File: src/rtl/pulse_qual_if.sv
// Signal bundle between a pulse source / timebase and the pulse qualifier.
// The master side drives the pulse and tick; the slave side reports results.
interface pulse_qual_if #(
  parameter int W = 4
) ();
  logic         tick;
  logic         a;
  logic         valid;
  logic [W-1:0] width;
  logic         err_short;
  logic         err_long;
  logic         busy;

  modport master (
    output tick,
    output a,
    input  valid,
    input  width,
    input  err_short,
    input  err_long,
    input  busy
  );

  modport slave (
    input  tick,
    input  a,
    output valid,
    output width,
    output err_short,
    output err_long,
    output busy
  );
endinterface

File: src/rtl/pulse_qual.sv
// Pulse-width qualifier: measures high pulses on an asynchronous input in ticks
// and strobes valid / err_short / err_long against an inclusive MIN..MAX window.
//
// state      | meaning
// -----------+------------------------------------------------------------
// S_WAIT_LOW | after reset, wait for a_s low so a pulse already in progress is ignored
// S_IDLE     | input low, waiting for a rising edge
// S_MEASURE  | pulse high, counting ticks
// S_LONG     | pulse exceeded MAX, count frozen, waiting for the fall silently
module pulse_qual #(
  parameter int MIN  = 2,
  parameter int MAX  = 10,
  parameter int SYNC = 2
) (
  input  logic         clk,
  input  logic         rst,
  pulse_qual_if.slave  pq
);

  localparam int W = $clog2(MAX + 2);
  localparam logic [W-1:0] MIN_W    = W'(MIN);
  localparam logic [W-1:0] MAX_P1_W = W'(MAX + 1);

  typedef enum logic [1:0] {
    S_WAIT_LOW = 2'd0,
    S_IDLE     = 2'd1,
    S_MEASURE  = 2'd2,
    S_LONG     = 2'd3
  } state_t;

  state_t          state_q, state_d;
  logic [SYNC-1:0] sync_q, sync_d;
  logic            a_prev_q, a_prev_d;
  logic [W-1:0]    cnt_q, cnt_d;
  logic [W-1:0]    width_q, width_d;
  logic            valid_q, valid_d;
  logic            err_short_q, err_short_d;
  logic            err_long_q, err_long_d;
  logic            busy_q, busy_d;

  logic            a_s;
  logic            rise;
  logic            fall;
  logic [W-1:0]    cnt_inc;
  logic            hit_long;

  // Synchronizer chain and edge detection; everything downstream sees a_s only.
  always_comb begin
    sync_d   = {sync_q[SYNC-2:0], pq.a};
    a_prev_d = a_s;
  end

  assign a_s      = sync_q[SYNC-1];
  assign rise     = a_s & ~a_prev_q;
  assign fall     = ~a_s & a_prev_q;
  assign cnt_inc  = cnt_q + 1'b1;
  assign hit_long = pq.tick & (cnt_inc == MAX_P1_W);

  // State register together with the counter, result and strobe flops.
  always_ff @(posedge clk) begin
    if (rst) begin
      state_q     <= S_WAIT_LOW;
      sync_q      <= '1;
      a_prev_q    <= 1'b1;
      cnt_q       <= '0;
      width_q     <= '0;
      valid_q     <= 1'b0;
      err_short_q <= 1'b0;
      err_long_q  <= 1'b0;
      busy_q      <= 1'b0;
    end else begin
      state_q     <= state_d;
      sync_q      <= sync_d;
      a_prev_q    <= a_prev_d;
      cnt_q       <= cnt_d;
      width_q     <= width_d;
      valid_q     <= valid_d;
      err_short_q <= err_short_d;
      err_long_q  <= err_long_d;
      busy_q      <= busy_d;
    end
  end

  // Next state and counter. A fall takes priority over a coincident tick.
  always_comb begin
    state_d = state_q;
    cnt_d   = cnt_q;
    unique case (state_q)
      S_WAIT_LOW: begin
        if (!a_s) state_d = S_IDLE;
      end
      S_IDLE: begin
        if (rise) begin
          cnt_d   = '0;
          state_d = S_MEASURE;
        end
      end
      S_MEASURE: begin
        if (fall) begin
          state_d = S_IDLE;
        end else if (pq.tick) begin
          cnt_d = cnt_inc;
          if (hit_long) state_d = S_LONG;
        end
      end
      S_LONG: begin
        if (fall) state_d = S_IDLE;
      end
      default: state_d = S_WAIT_LOW;
    endcase
  end

  // Registered strobes and width; strobes only leave MEASURE, so they are exclusive.
  always_comb begin
    valid_d     = 1'b0;
    err_short_d = 1'b0;
    err_long_d  = 1'b0;
    width_d     = width_q;
    if (state_q == S_MEASURE) begin
      if (fall) begin
        if (cnt_q < MIN_W) begin
          err_short_d = 1'b1;
        end else begin
          valid_d = 1'b1;
          width_d = cnt_q;
        end
      end else if (hit_long) begin
        err_long_d = 1'b1;
      end
    end
    busy_d = (state_d == S_MEASURE) || (state_d == S_LONG);
  end

  assign pq.valid     = valid_q;
  assign pq.width     = width_q;
  assign pq.err_short = err_short_q;
  assign pq.err_long  = err_long_q;
  assign pq.busy      = busy_q;

endmodule

File: src/flat_wrapper.sv
// flat-port wrapper written by rule: the top's interface ports become plain ports
module pulse_qual_flat 
#(
  parameter int MIN  = 2,
  parameter int MAX  = 10,
  parameter int SYNC = 2
)
  (clk, rst, pq_tick, pq_a, pq_valid, pq_width, pq_err_short, pq_err_long, pq_busy);
  pulse_qual_if #(.W(($clog2(MAX + 2)))) pq_i ();
  input  logic clk;
  input  logic rst;
  input wire logic [$bits(pq_i.tick)-1:0] pq_tick;
  input wire logic [$bits(pq_i.a)-1:0] pq_a;
  output wire logic [$bits(pq_i.valid)-1:0] pq_valid;
  output wire logic [$bits(pq_i.width)-1:0] pq_width;
  output wire logic [$bits(pq_i.err_short)-1:0] pq_err_short;
  output wire logic [$bits(pq_i.err_long)-1:0] pq_err_long;
  output wire logic [$bits(pq_i.busy)-1:0] pq_busy;
  assign pq_i.tick = pq_tick;
  assign pq_i.a = pq_a;
  assign pq_valid = pq_i.valid;
  assign pq_width = pq_i.width;
  assign pq_err_short = pq_i.err_short;
  assign pq_err_long = pq_i.err_long;
  assign pq_busy = pq_i.busy;
  pulse_qual #(.MIN(MIN), .MAX(MAX), .SYNC(SYNC)) u_core (.clk(clk), .rst(rst), .pq(pq_i));
endmodule
File: config.mk
export PLATFORM = sky130hd
export DESIGN_NAME = pulse_qual_flat
export DESIGN_NICKNAME = d
export VERILOG_FILES = /design/src/rtl/pulse_qual_if.sv /design/src/rtl/pulse_qual.sv /design/src/flat_wrapper.sv
export SDC_FILE = /design/constraint.sdc
export NUM_CORES = 1
export LEC_CHECK = 0
export CAP_MARGIN = 10
export CORE_MARGIN = 2
export CORE_UTILIZATION = 49
export DETAILED_ROUTE_END_ITERATION = 8
export HOLD_SLACK_MARGIN = 0.12
export PLACE_DENSITY = 0.82
export REMOVE_ABC_BUFFERS = 1
export SYNTH_ARGS = -nofsm -noshare
export SYNTH_HDL_FRONTEND = slang
export SYNTH_SLANG_ARGS = --single-unit
File: constraint.sdc
create_clock -name clk -period 1.5 [get_ports clk]
set_input_delay 0.45 -clock clk [delete_from_list [all_inputs] [get_ports clk]]
set_output_delay 0.45 -clock clk [all_outputs]
set_load 0.01 [all_outputs]
**Word-level counts from Yosys, hierarchy flattened**

Index checks and enable logic that the tools add are counted.

- Latch bits: 0
- Output and inout bits: 8
- Word-level logic and storage cells: 49
- Memory bits (writable): 0
- Memory bits (read-only): 0
- Memories: 0
- Flip-flop bits (word level): 17

- Add/subtract/negate cells: 1
- Div/mod/pow operators: 0
- Shift-type cells: 0
- Muxes and demuxes: 14
- Bitwise logic cells: 8
- Order comparisons: 1
- Reductions and logical operators: 7
- Equal/unequal tests: 9
- $mul: 0

Operator list:

| kind | count |
|---|---|
| 2-to-1 mux 2 bit | 6 |
| 2-to-1 mux 4 bit | 3 |
| == test 2 bit, second input constant | 4 |
| one-hot mux 2 bit (4 select lines) | 1 |
| one-hot mux 4 bit (2 select lines) | 1 |
| OR reduction 3 bit | 2 |
| NOT 1 bit | 5 |
| adder 4 x 1 -> 4 bit, second input constant | 1 |
| == test 4 bit, second input constant | 1 |
| less-than comparator 4 x 2 -> 1 bit, second input constant | 1 |
| inequality test 2 bit, second input constant | 2 |
| AND reduction 4 bit | 1 |
| bitwise AND 1 bit | 3 |
| 2-to-1 mux 1 bit | 3 |
| AND reduction 3 bit | 1 |
| == test 2 x 1 -> 1 bit, second input constant | 1 |
| zero test 2 bit | 1 |
| inequality test 2 x 1 -> 1 bit, second input constant | 1 |
| nonzero test 2 bit | 1 |
| logical OR 1 bit | 1 |

**Depth between registers and ports, before layout**

- Depth in word-level cells: 9
- Mapped depth: 5
- Depth with buffers taken out: 5

**Least setup slack after synthesis**

Ideal clock, no wire load.

- Path kind: input to register
- From: in pq_tick
- To: reg u_core.cnt_q[3]
- Arrival time: 1.169 ns
- Required time: 1.442 ns
- Path slack: 0.273 ns
- Buffers on the path: 0
- Setup time: 0.058 ns
- Stages on the path: 4
- Cells stage by stage: nand3b_2 or3_4 nor3_2 a211o_1

- Cells in the longest elaborated chain, start to end: 2

RTL lines:

| element | line | RTL |
|---|---|---|
| start, declared | flat_wrapper.sv:12 | `input wire logic [$bits(pq_i.tick)-1:0] pq_tick;` |
| inequality test 2 bit (no source line) | - |  |
| AND reduction 4 bit (no source line) | - |  |
| end signal, assigned | pulse_qual.sv:75 | `cnt_q <= cnt_d;` |
| end, declared | pulse_qual.sv:34 | `logic [W-1:0] cnt_q, cnt_d;` |

No other way between the ends.
A chain may end at the register's enable or synchronous reset.

**Final worst setup path**

Ends and elaborated chain as after synthesis.

==> tab_implementation.tex <==
\begin{tabular}{lr}
\hline
Metric & Value \\
\hline
\multicolumn{2}{l}{\textbf{Outcome}} \\
\quad Status & finished with violations \\
\quad Failing checks & setup timing \\
\multicolumn{2}{l}{\textbf{Setup path}} \\
\quad Critical path startpoint category & input port \\
\quad R2r worst-path depth & 4 \\
\quad Setup slack, reg-to-reg & 0.17 ns \\
\quad Maximum fanout count along the critical path & 3 \\
\quad R2R Path End & u\_core.cnt\_q[3] \\
\quad Data required time at the worst endpoint & 1.67 ns \\
\quad Arrival time worst endpoint & 1.69 ns \\
\quad Beginning of the worst register-to-register path & u\_core.state\_q[1] \\
\quad Kind of end point of the critical path & flop \\
\quad Critical setup path kind & input port to flop \\
\multicolumn{2}{l}{\textbf{STA}} \\
\quad Hold Violations, Final & 0 \\
\quad Max-slew violation total from the final report & 0 \\
\quad Aggregate negative setup slack & -0.01100 ns \\
\quad Shortest period the worst path allows & 1.511 ns \\
\quad Slew HR & 0.8106 \\
\quad Final clock skew & 0.006267 ns \\
\quad Ratio of final minimum period to clock period & 1.007 \\
\quad Achievable clock frequency & 0.6618 GHz \\
\quad Final count of negative-setup-slack endpoints & 1 \\
\quad Slew at the pin with the worst max-slew slack & 0.2811 ns \\
\quad Final WS setup & -0.01100 ns \\
\multicolumn{2}{l}{\textbf{GRT}} \\
\quad Via count of the first global-routing pass & 541 \\
\quad Antenna violations before repair & 0 \\
\quad Global-route wire length before repair & 2.297 mm \\
\quad Global route total overflow & 0 \\
\quad Aggregate global-route resource usage & 0.1731 \\
\quad Maximum number of pins on one net before global-route repair & 15 \\
\multicolumn{2}{l}{\textbf{Synth}} \\
\quad Number of enable-type register cells in the synthesized netlist & 0 \\
\quad Count of distinct cell types in the synthesized netlist & 28 \\
\quad Post-Synthesis Mean Instance Area & 9.311 µm² \\
\quad Flop and latch count out of synthesis & 17 \\
\quad Primary FF master, synth & sky130\_fd\_sc\_hd\_\_dfxtp\_1 \\
\quad Post-synth ARST share & 0 \\
\quad Sequential share of the synthesized area & 0.4747 \\
\quad Cell area after synthesis & 716.9 µm² \\
\quad Instance count of the mapped netlist & 77 \\
\quad Number of warnings reported in the yosys synthesis log & 0 \\
\multicolumn{2}{l}{\textbf{Power}} \\
\quad Switching power & 0.1604 mW \\
\quad Leak pwr & 0.3710 nW \\
\quad Seq pwr share & 0.625 \\
\quad Total power consumption of the routed design & 0.7387 mW \\
\quad Combinational power share & 0.045 \\
\quad Switching power share of the total & 0.2171 \\
\quad Power density cells & 822.3 nW/µm² \\
\quad Part of the total power dissipated in the clock network & 0.329 \\
\quad Worst-case vdd ir drop & 672.2 µV \\
\quad Internal Power & 0.5783 mW \\
\multicolumn{2}{l}{\textbf{Route}} \\
\quad Residual DRC & 0 \\
\quad Mean routed wirelength per cell & 13.45 µm \\
\quad Antenna Violating Nets Remaining & 0 \\
\quad Overall via count from detail\_route & 620 \\
\quad Number of detailed-routing iterations run before antenna repair & 4 \\
\quad Wire length reported by the detailed router & 1.479 mm \\
\quad DR vias/cell & 5.636 \\
\quad Iteration-0 DRC count of the detailed router & 12 \\
\multicolumn{2}{l}{\textbf{Worst hold path}} \\
\quad HP Start & u\_core.sync\_q[0] \\
\quad Hold Path Stages & 1 \\
\quad Kind of path behind the tightest hold check & flop to flop \\
\quad Worst Hold Endpoint & u\_core.sync\_q[1] \\
\multicolumn{2}{l}{\textbf{Clock network}} \\
\quad TritonCTS Buffers & 3 \\
\quad TritonCTS clock tree & done \\
\quad Number of sinks on the clock net & 17 \\
\quad Hold bufs inserted after CTS & 0 \\
\quad Later-pin clock latency in the skew report & 0.29 ns \\
\quad Maximum level of the CTS H-tree & 1 \\
\quad Cell at the root of the clock tree & sky130\_fd\_sc\_hd\_\_clkbuf\_4 \\
\quad Clock edge transition at the registers on the reported setup and hold paths & 0.09 ns \\
\quad Number of setup buffers added after CTS & 0 \\
\quad Clock tree buffer depth & 2 \\
\multicolumn{2}{l}{\textbf{Floorplanning}} \\
\quad Row count & 13 \\
\quad Die area & 1785 µm² \\
\quad Top-level port count & 12 \\
\quad Y dimension of the die & 42.25 µm \\
\quad Width of the die & 42.25 µm \\
\quad Core area & 1334 µm² \\
\quad Initial core utilization & 0.5375 \\
\multicolumn{2}{l}{\textbf{Finish}} \\
\quad Antenna diode count & 0 \\
\quad Layout Nets & 102 \\
\quad Footprint of the multi-input gates & 366.6 µm² \\
\quad Share of the core filled with cells & 0.6735 \\
\quad Non-filler instance count after layout & 110 \\
\quad Layout overhead on the synthesized area & 25.31\% \\
\quad Register area & 341.6 µm² \\
\quad Share of layout cells above drive strength 1 & 0.2000 \\
\quad Count of fill cells added during filler insertion & 117 \\
\multicolumn{2}{l}{\textbf{Place}} \\
\quad Worst-case setup slack after placement & -0.2973 ns \\
\quad Number of input and output port buffers inserted & 11 \\
\quad Routability cong. & 0.7490 \\
\quad Post-detailed-placement half-perimeter wirelength & 1.049 mm \\
\quad Number of cells in the design after placement & 106 \\
\multicolumn{2}{l}{\textbf{Flow run}} \\
\quad Max-cap violations & 0 \\
\hline
\end{tabular}
## registers in the layout, indices dropped and copies added (netlist names)
| signal | flops |
|---|---|
| u_core.sync_q | 2 |
| u_core.a_prev_q | 1 |
| u_core.pq.busy | 1 |
| u_core.state_q | 2 |
| u_core.pq.valid | 1 |
| u_core.cnt_q | 4 |
| u_core.pq.err_short | 1 |
| u_core.pq.err_long | 1 |
| u_core.pq.width | 4 |
## cell type report
cell class              instances  area share
multi-input cells              56      0.4081
well taps                      15     0.02089
flip-flops and latches         17      0.3802
clock buffers                   4     0.02925
inverters                       2    0.008357
repair buffers                 16      0.1532
## repair_timing
action / in CTS / in global routing
endpoints found under the setup margin: 9 / 2
hold endpoints to repair: 0 / 0
pin swaps: 1 / 0
gates resized for setup: 8 / 2
## power groups by stage
stage               sequential, mW  combinational [mW]  clock [mW]
CTS                          0.462              0.0329       0.248
global route                 0.463              0.0362       0.276
detailed placement           0.472              0.0331           0
floorplan                    0.471              0.0127           0
global placement             0.472              0.0321           0
finish                       0.462              0.0335       0.243
## logic make-up (layout without fill, tap and decap cells)
| family | after synthesis | after routing | share of synthesized area |
|---|---|---|---|
| compound gates | 19 | 19 | 0.1675 |
| fa+ha+maj | 2 | 2 | 0.03490 |
| buf+inv | 4 | 22 | 0.02095 |
| flops | 17 | 17 | 0.4747 |
| mux | 1 | 1 | 0.01396 |
| simple gates | 34 | 34 | 0.2880 |
## worst max-delay path, stage by stage
cell and delay, ns:
sky130_fd_sc_hd__clkdlybuf4s50_1 0.52, sky130_fd_sc_hd__and3b_1 0.21, sky130_fd_sc_hd__a211oi_1 0.08, sky130_fd_sc_hd__buf_4 0.14, sky130_fd_sc_hd__a211o_1 0.29
## metrics by stage
step                cell area (µm²)  hold WS, ns
floorplan                     709.4       0.3895
finish                        898.4       0.4369
global route                  898.4       0.4616
detailed placement            875.8       0.4220
global placement              875.8       0.3945
CTS                           892.1       0.4471
## cell usage after synthesis, types with 3 or more instances
cell,number,share of area
sky130_fd_sc_hd__a21oi_1,6,0.042
sky130_fd_sc_hd__a22oi_1,3,0.031
sky130_fd_sc_hd__dfxtp_1,17,0.47
sky130_fd_sc_hd__nand2_1,6,0.031
sky130_fd_sc_hd__nor2_1,9,0.047
sky130_fd_sc_hd__o21ai_0,4,0.028
sky130_fd_sc_hd__or2_2,3,0.026
## routing by layer
layer,part of all wire,vias up,track usage
met5,0,-,0
met4,0.0081,0,0.1063
met3,0.034,2,0.02586
met2,0.53,16,0.3015
met1,0.43,293,0.1952
li1,-,309,-
## placed cells by master, fill, tap and decap left out
master                            instances
sky130_fd_sc_hd__a211o_1                  1
sky130_fd_sc_hd__nand3b_1                 1
sky130_fd_sc_hd__nor3_1                   1
sky130_fd_sc_hd__a21oi_1                  6
sky130_fd_sc_hd__nand2b_1                 1
sky130_fd_sc_hd__nor2b_1                  1
sky130_fd_sc_hd__nand3_1                  2
sky130_fd_sc_hd__a31oi_1                  1
sky130_fd_sc_hd__dfxtp_2                  1
sky130_fd_sc_hd__o21ai_0                  4
sky130_fd_sc_hd__o31ai_1                  1
sky130_fd_sc_hd__inv_1                    2
sky130_fd_sc_hd__a211oi_1                 1
sky130_fd_sc_hd__clkdlybuf4s50_1          3
sky130_fd_sc_hd__nor2_1                   9
sky130_fd_sc_hd__nand2_1                  6
sky130_fd_sc_hd__clkbuf_1                 1
sky130_fd_sc_hd__buf_4                    5
sky130_fd_sc_hd__nand3b_2                 1
sky130_fd_sc_hd__a21bo_2                  1
sky130_fd_sc_hd__o31ai_2                  1
sky130_fd_sc_hd__or3_4                    1
sky130_fd_sc_hd__dlygate4sd2_1            8
sky130_fd_sc_hd__and3b_1                  2
sky130_fd_sc_hd__mux2i_1                  1
sky130_fd_sc_hd__or3_1                    1
sky130_fd_sc_hd__or2_2                    3
sky130_fd_sc_hd__ha_1                     2
sky130_fd_sc_hd__nor3b_1                  2
sky130_fd_sc_hd__and4bb_2                 2
sky130_fd_sc_hd__clkbuf_4                 3
sky130_fd_sc_hd__a22oi_1                  3
sky130_fd_sc_hd__dfxtp_1                 16
sky130_fd_sc_hd__nor3_2                   1
## worst max-delay path by stage
stage,start,end,slack [ns],depth (start not counted)
after floorplan,pq_tick,u_core.cnt_q[3],0.27,4
after global placement,pq_tick,u_core.cnt_q[3],-0.23,5
after detailed placement,pq_tick,u_core.cnt_q[3],-0.30,5
after CTS,pq_tick,u_core.cnt_q[3],0.04,5
after global routing,pq_tick,u_core.cnt_q[2],-0.03,6
final,pq_tick,u_core.cnt_q[3],-0.01,5
(Power assumes the default switching activity.)
